$ cat src/rtl/cp0_pkg.sv
// Shared definitions for the CP0 exception sequencer: register indices,
// exception codes, Status/Cause bit positions, handler vectors and FSM states.
package cp0_pkg;

    localparam logic [4:0]  CP0_REG_STATUS   = 5'd12;
    localparam logic [4:0]  CP0_REG_CAUSE    = 5'd13;
    localparam logic [4:0]  CP0_REG_EPC      = 5'd14;

    localparam logic [4:0]  EXC_CODE_TRAP    = 5'b01101;
    localparam logic [4:0]  EXC_CODE_INT     = 5'b00000;

    localparam int          STATUS_IE_BIT    = 0;
    localparam int          STATUS_EXL_BIT   = 1;
    localparam int          STATUS_IM_LSB    = 8;
    localparam int          CAUSE_EXC_LSB    = 2;
    localparam int          CAUSE_IP_LSB     = 8;
    localparam int          CAUSE_IV_BIT     = 23;

    localparam logic [31:0] STATUS_EXL_MASK  = 32'h0000_0002;

    localparam logic [31:0] VEC_BASE0        = 32'h0000_0180;
    localparam logic [31:0] VEC_BASE1        = 32'h0000_0200;

    typedef enum logic [2:0] {
        ST_IDLE,
        ST_REQ,
        ST_SAVE_EPC,
        ST_SAVE_CAUSE,
        ST_SET_EXL,
        ST_VECTOR,
        ST_HANDLER,
        ST_RESTORE
    } state_e;

    // Assemble a Cause word from the vector select, pending set and exception code.
    function automatic logic [31:0] makeCause(input logic iv, input logic [7:0] pend,
                                              input logic [4:0] code);
        logic [31:0] word;
        word = '0;
        word[CAUSE_IV_BIT]               = iv;
        word[CAUSE_IP_LSB +: 8]          = pend;
        word[CAUSE_EXC_LSB +: 5]         = code;
        return word;
    endfunction

endpackage

$ cat src/rtl/cp0_prio_enc.sv
// Fixed-priority encoder over the eight pending sources: the lowest set bit wins
// (trap0 > trap1 > irq0 ... irq5). Produces the one-hot winner, its index and a valid flag.
module cp0_prio_enc (
    input  logic [7:0] req_i,
    output logic [7:0] onehot_o,
    output logic [2:0] idx_o,
    output logic       valid_o
);

    // Scan from the highest index down so the lowest set bit is the last one kept.
    always_comb begin
        onehot_o = '0;
        idx_o    = '0;
        valid_o  = 1'b0;
        for (int i = 7; i >= 0; i--) begin
            if (req_i[i]) begin
                onehot_o    = '0;
                onehot_o[i] = 1'b1;
                idx_o       = 3'(i);
                valid_o     = 1'b1;
            end
        end
    end

endmodule

$ cat src/rtl/cp0_exc_sequencer.sv
// CP0 exception/interrupt sequencer. Latches trap and irq events into a sticky
// pending set, arbitrates a winner, handshakes with the control unit for an
// instruction boundary, then writes EPC, Cause and Status on consecutive cycles
// and redirects the PC to the handler. eret restores EPC and clears EXL.
// Optional build macro: CP0_IRQ_SYNC_EN adds a 2-flop synchronizer on each irq line.
module cp0_exc_sequencer
    import cp0_pkg::*;
(
    input  logic        clk_i,
    input  logic        rst_ni,
    input  logic [5:0]  irq_i,
    input  logic [1:0]  trap_i,
    input  logic [31:0] status_i,
    input  logic [31:0] epc_i,
    input  logic        iv_i,
    input  logic [31:0] pcp4_i,
    input  logic        exc_ack_i,
    input  logic        eret_i,
    output logic        exc_req_o,
    output logic        cp0_we_o,
    output logic [4:0]  cp0_addr_o,
    output logic [31:0] cp0_wd_o,
    output logic        pc_load_o,
    output logic [31:0] pc_target_o,
    output logic        exl_o,
    output logic        busy_o
);

    logic [5:0]  irqSync;
    logic [7:0]  events;
    logic [7:0]  pendNow;
    logic [7:0]  qual;
    logic [7:0]  pend_q, pend_d;
    logic [7:0]  winOneHot;
    logic [2:0]  winIdx;
    logic        winValid;

    state_e      state_q;
    logic [7:0]  win_q;
    logic        isTrap_q;
    logic        exc_req_q;
    logic        cp0_we_q;
    logic [4:0]  cp0_addr_q;
    logic [31:0] cp0_wd_q;
    logic        pc_load_q;
    logic [31:0] pc_target_q;
    logic        exl_q;
    logic        busy_q;

`ifdef CP0_IRQ_SYNC_EN
    logic [5:0]  irqMeta_q;
    logic [5:0]  irqSync_q;

    // Two-stage synchronizer for the asynchronous interrupt lines.
    always_ff @(posedge clk_i or negedge rst_ni) begin
        if (!rst_ni) begin
            irqMeta_q <= '0;
            irqSync_q <= '0;
        end else begin
            irqMeta_q <= irq_i;
            irqSync_q <= irqMeta_q;
        end
    end

    assign irqSync = irqSync_q;
`else
    assign irqSync = irq_i;
`endif

    // Events of this cycle are folded in immediately so a trap is requested the next cycle.
    assign events  = {irqSync, trap_i};
    assign pendNow = pend_q | events;
    assign qual    = pendNow & status_i[STATUS_IM_LSB +: 8];

    cp0_prio_enc u_prio (
        .req_i    (qual),
        .onehot_o (winOneHot),
        .idx_o    (winIdx),
        .valid_o  (winValid)
    );

    // Sticky pending set; only the serviced bit is dropped, at the Cause write.
    always_comb begin
        pend_d = pendNow;
        if (state_q == ST_SAVE_CAUSE) begin
            pend_d = pendNow & ~win_q;
        end
    end

    // Pending register update.
    always_ff @(posedge clk_i or negedge rst_ni) begin
        if (!rst_ni) begin
            pend_q <= '0;
        end else begin
            pend_q <= pend_d;
        end
    end

    // Sequencer FSM; every output is registered for the state it is visible in.
    always_ff @(posedge clk_i or negedge rst_ni) begin
        if (!rst_ni) begin
            state_q     <= ST_IDLE;
            win_q       <= '0;
            isTrap_q    <= 1'b0;
            exc_req_q   <= 1'b0;
            cp0_we_q    <= 1'b0;
            cp0_addr_q  <= '0;
            cp0_wd_q    <= '0;
            pc_load_q   <= 1'b0;
            pc_target_q <= '0;
            exl_q       <= 1'b0;
            busy_q      <= 1'b0;
        end else begin
            cp0_we_q    <= 1'b0;
            cp0_addr_q  <= '0;
            cp0_wd_q    <= '0;
            pc_load_q   <= 1'b0;
            pc_target_q <= '0;
            case (state_q)
                ST_IDLE: begin
                    if (winValid && status_i[STATUS_IE_BIT]) begin
                        state_q   <= ST_REQ;
                        exc_req_q <= 1'b1;
                        busy_q    <= 1'b1;
                    end
                end
                ST_REQ: begin
                    if (exc_ack_i) begin
                        state_q    <= ST_SAVE_EPC;
                        exc_req_q  <= 1'b0;
                        win_q      <= winOneHot;
                        isTrap_q   <= winValid && (winIdx < 3'd2);
                        cp0_we_q   <= 1'b1;
                        cp0_addr_q <= CP0_REG_EPC;
                        cp0_wd_q   <= pcp4_i;
                    end
                end
                ST_SAVE_EPC: begin
                    state_q    <= ST_SAVE_CAUSE;
                    cp0_we_q   <= 1'b1;
                    cp0_addr_q <= CP0_REG_CAUSE;
                    cp0_wd_q   <= makeCause(iv_i, pendNow & ~win_q,
                                            isTrap_q ? EXC_CODE_TRAP : EXC_CODE_INT);
                end
                ST_SAVE_CAUSE: begin
                    state_q    <= ST_SET_EXL;
                    cp0_we_q   <= 1'b1;
                    cp0_addr_q <= CP0_REG_STATUS;
                    cp0_wd_q   <= status_i | STATUS_EXL_MASK;
                end
                ST_SET_EXL: begin
                    state_q     <= ST_VECTOR;
                    pc_load_q   <= 1'b1;
                    pc_target_q <= iv_i ? VEC_BASE1 : VEC_BASE0;
                end
                ST_VECTOR: begin
                    state_q <= ST_HANDLER;
                    exl_q   <= 1'b1;
                end
                ST_HANDLER: begin
                    if (eret_i) begin
                        state_q     <= ST_RESTORE;
                        exl_q       <= 1'b0;
                        cp0_we_q    <= 1'b1;
                        cp0_addr_q  <= CP0_REG_STATUS;
                        cp0_wd_q    <= status_i & ~STATUS_EXL_MASK;
                        pc_load_q   <= 1'b1;
                        pc_target_q <= epc_i;
                    end
                end
                ST_RESTORE: begin
                    state_q <= ST_IDLE;
                    busy_q  <= 1'b0;
                end
                default: begin
                    state_q   <= ST_IDLE;
                    exc_req_q <= 1'b0;
                    exl_q     <= 1'b0;
                    busy_q    <= 1'b0;
                end
            endcase
        end
    end

    assign exc_req_o   = exc_req_q;
    assign cp0_we_o    = cp0_we_q;
    assign cp0_addr_o  = cp0_addr_q;
    assign cp0_wd_o    = cp0_wd_q;
    assign pc_load_o   = pc_load_q;
    assign pc_target_o = pc_target_q;
    assign exl_o       = exl_q;
    assign busy_o      = busy_q;

endmodule

$ cat config.mk
export PLATFORM = sky130hd
export DESIGN_NAME = cp0_exc_sequencer
export DESIGN_NICKNAME = d
export VERILOG_FILES = /design/src/rtl/cp0_pkg.sv /design/src/rtl/cp0_prio_enc.sv /design/src/rtl/cp0_exc_sequencer.sv
export SDC_FILE = /design/constraint.sdc
export NUM_CORES = 1
export LEC_CHECK = 0
export BUFFER_PORTS_ARGS = -buffer_cell sky130_fd_sc_hd__clkbuf_2
export CAP_MARGIN = 20
export CORE_ASPECT_RATIO = 0.75
export CORE_MARGIN = 4
export CORE_UTILIZATION = 48
export DETAILED_ROUTE_END_ITERATION = 12
export PLACE_DENSITY = 0.85
export SYNTH_ARGS = -nofsm -noshare
export SYNTH_HDL_FRONTEND = slang
export SYNTH_SLANG_ARGS = --single-unit
$ cat constraint.sdc
create_clock -name clk_i -period 5.12 [get_ports clk_i]
set_clock_uncertainty 0.2 [all_clocks]
set_input_delay 1.024 -clock clk_i [delete_from_list [all_inputs] [get_ports clk_i]]
set_output_delay 1.024 -clock clk_i [all_outputs]
set_load 0.03 [all_outputs]
==> impl_summary.txt <==
----------------------------------------------------
[STA]
  Final number of hold-violating endpoints ... 0
  Achievable frequency ... 373 MHz
  Aggregate negative setup slack ... 0 ps
  Unrepaired setup endpoints after global routing ... no
  Number of slew-limit violations in the final report ... 0
  Relative slew margins ... 47.0%
  Fraction of the cycle the final worst path needs ... 52.3%
  Hold slack ... 293 ps
  Least setup slack across all paths after layout ... 2440 ps
  Worst-margin pin slew ... 794 ps
  Final critical delay including setup and external delays ... 2680 ps
  Setup violations, final ... 0

[Global routing]
  Vias in the first global route ... 2725
  Wire length of the first global-routing pass ... 13500 um
  GRT Residual Overflow ... 0
  GRT Util Overall ... between 20% and 30%
  Maximum number of pins on one net before global-route repair ... 51
  Antenna violations before repair ... 0

[Clock network]
  H-tree depth ... 3
  Clk sink count ... 92
  Number of hold buffers added after CTS ... 0
  Root buffer selected by CTS ... sky130_fd_sc_hd__clkbuf_8
  Clock transition time at the flip-flop clock pins of the worst setup and hold paths ... 90 ps
  Clock buffers created by TritonCTS ... 9
  TritonCTS clock tree ... built
  # resized after CTS ... 0
  Post-CTS setup repair buffer count ... 0
  Clk Latency, worst-skew pair ... 340 ps
  Clock Path Buffers ... 2

[Critical path]
  Worst reg2reg path endpoint ... cp0_wd_o[13]
  Startpoint of the most critical register-to-register path ... state_q[1]
  Kind of critical path ... in -> reg
  First element of the critical path ... eret_i
  Buf+Inv Stages, Crit Path ... 3
  Kind of start point of the critical path ... input port
  Crit-path slowest cell ... sky130_fd_sc_hd__and4b_1
  Setup slack of the worst register-to-register path ... 2570 ps
  Critical-path cell list ... clkbuf_2 > and4b_1 > or2_1 > buf_16 > a222oi_1 > inv_1
  CP endpoint kind ... flop
  Worst EP arrival ... ~2700 ps
  Required time at the endpoint of the critical path ... 5150 ps
  Worst reg2reg path depth ... 5
  CP max stage delay ... 490 ps
  Category of cells accounting for the largest share of critical-path delay ... simple AND/OR/NAND/NOR gates
  Largest fanout on the critical path ... 31

[Synthesis]
  Count of yosys warnings during synthesis ... 0
  Compound-gate portion of the synthesized area ... between 10% and 20%
  Post-Synthesis Cell Area ... 3410 um2
  Area share of xor/xnor cells in the synthesized design ... 0.257%
  Top cells by area in the synthesized netlist ... sky130_fd_sc_hd__dfrtp_1, sky130_fd_sc_hd__and2_1, sky130_fd_sc_hd__a22o_1
  Syn Area/Cell ... 12.5 um2
  Mux share of post-synthesis cell area ... 0%
  Register bit total from synthesis ... between 90 and 100
  Largest family of logic cells by synthesized area ... compound AO/OA/AOI/OAI gates
  Synthesized Nets ... 381
  Unique cell type count in the Yosys netlist ... 32
  Share of flip-flops with an asynchronous set or reset ... 100%
  Number of enable-type register cells in the synthesized netlist ... 0
  Most area-hungry cell type in the Yosys netlist ... sky130_fd_sc_hd__dfrtp_1
  Simple logic cell fraction of the synthesized area ... between 10% and 20%
  Synth Area in Adders ... 0%
  Top-area cell type share of the netlist area ... 67.5%
  Part of the Yosys area used for sequential elements ... 67.5%
  Post-synth top flop ... sky130_fd_sc_hd__dfrtp_1
  Number of standard cells after synthesis ... about 270

[Placed design]
  Setup slack after placement ... ~1600 ps
  GPL Wtd Cong ... 0.804
  Count of input and output buffers ... 180
  Placement Cell Area ... 4340 um2
  Post-DP HPWL ... 6690 um

[Cells and area]
  Post-layout util ... approximately two thirds
  Register area ... 2300 um2
  Antenna Cells ... 0
  Layout Area Growth over Synthesis ... 33.5%
  Layout cells sized above 1 ... between 40 and 50%
  # nets final ... ~560
  Most common cell after layout, fill and taps aside ... sky130_fd_sc_hd__clkbuf_2
  Final instance area ... 4560 um2
  Area used by multi-input combinational logic ... just under 1000 um2
  Commonest cells after routing, fill and taps aside ... sky130_fd_sc_hd__clkbuf_2, sky130_fd_sc_hd__dfrtp_1, sky130_fd_sc_hd__and2_1
  Fillcell total ... 562

[Hold path]
  Worst hold endpoint ... pend_q[3]
  Hold_sp ... win_q[3]
  Cells on Worst Hold Path ... 1
  Hold WC Path Type ... reg -> reg

[Route]
  Via count ... 2737
  Post-DRT Antenna Nets ... 0
  Via/cell ratio ... between 4 and 5
  Wire length per cell after detailed routing ... 15.7 um
  Post-detailed-route DRC marker count ... 0
  Iteration-0 DRC Markers ... 92
  First-pass DRT Iterations ... 4
  Routed WL ... 8670 um

[Power]
  Worst IR Drop VDD ... 0.228 mV
  Pwr/cell area ... between 500 and 600 nW/um2
  Leakage power summed over all cells ... between 2 and 2.5 nW

[Flow run]
  Maxcap violations ... 0

[Die]
  Total die area ... 8540 um2
  Placeable core area ... 6860 um2
  I/O pin count ... 183
  X dimension of the die ... 105 um
  Number of rows in the core area ... 26
  Starting Density ... 49.7%
  Y dimension of the die ... 81.0 um

[Run status]
  Result of the run ... finished clean

----------------------------------------------------
[state kept, by name, summed over array words and instances, names as in the netlist]
register	flops
exl_o	1
isTrap_q	1
win_q	8
exc_req_o	1
cp0_addr_o	3
state_q	3
cp0_we_o	1
cp0_wd_o	32
pend_q	8
busy_o	1
pc_load_o	1
pc_target_o	32
[Yosys cell counts, types with 2 or more instances]
cell type / count
sky130_fd_sc_hd__nand2_1: 16
sky130_fd_sc_hd__a21o_1: 2
sky130_fd_sc_hd__and2_1: 30
sky130_fd_sc_hd__dfrtp_1: 92
sky130_fd_sc_hd__buf_2: 4
sky130_fd_sc_hd__o31ai_1: 4
sky130_fd_sc_hd__o21ai_0: 17
sky130_fd_sc_hd__a221o_1: 11
sky130_fd_sc_hd__a31oi_1: 3
sky130_fd_sc_hd__clkbuf_1: 6
sky130_fd_sc_hd__nor3_1: 9
sky130_fd_sc_hd__inv_1: 6
sky130_fd_sc_hd__nand3_1: 3
sky130_fd_sc_hd__buf_6: 5
sky130_fd_sc_hd__nand4_1: 2
sky130_fd_sc_hd__buf_4: 2
sky130_fd_sc_hd__nor2_1: 14
sky130_fd_sc_hd__a22o_1: 20
sky130_fd_sc_hd__a21oi_1: 13
[through the flow]
stage	total power [mW]	cells
6_report	2.34	551
4_1_cts	2.34	550
5_1_grt	2.48	551
3_5_place_dp	1.87	535
2_1_floorplan	1.63	272
3_3_place_gp	1.85	535
[power breakdown]
| group | internal [mW] | total [mW] | switching [mW] |
|---|---|---|---|
| clock | 0.225 | 0.468 | 0.243 |
| sequential | 0.901 | 0.993 | 0.0915 |
| combinational | 0.292 | 0.878 | 0.586 |
| total | 1.42 | 2.34 | 0.921 |
[metal layers]
layer	track usage, %	vias to the layer above	part of all wire [%]
met2	35.7	114	51
li1	-	1301	-
met1	25.4	1317	41
met4	5.90	0	0.51
met5	0	-	0
met3	6.04	5	7.5
[worst max path at each step]
stage          cells after the start            to  slack [ps]
2_1_floorplan                      6  cp0_wd_o[23]        2800
3_3_place_gp                       5  cp0_wd_o[23]        1680
3_5_place_dp                       5  cp0_wd_o[23]        1630
4_1_cts                            5  cp0_wd_o[23]        2000
5_1_grt                            6  cp0_wd_o[23]        2290
6_report                           6  cp0_wd_o[23]        2440
[final cells by class]
type	instances	share of cell area, %
clock buffers	10	2.80
multi-input cells	156	21.3
well taps	98	2.69
repair buffers	183	20.8
clock inverters	5	1.35
flip-flops and latches	92	50.5
inverters	7	0.577
[worst reg2reg max path, delay by kind of cell, from the launching register on]
kind / cells / cell delay [ps]
AND/OR/NAND/NOR: 2 / 470
AO/OA/AOI/OAI: 1 / 370
buffers and inverters: 2 / 820
flip-flops: 1 / 600
[kinds of logic after synthesis]
group | count (synthesis)
buffers and inverters | 24
AOI/OAI and AO/OA | 72
xor gates and xnor gates | 1
DFF | 92
and+or+nand+nor | 82
other | 1
No activity file was read; power rests on OpenSTA's default activity.
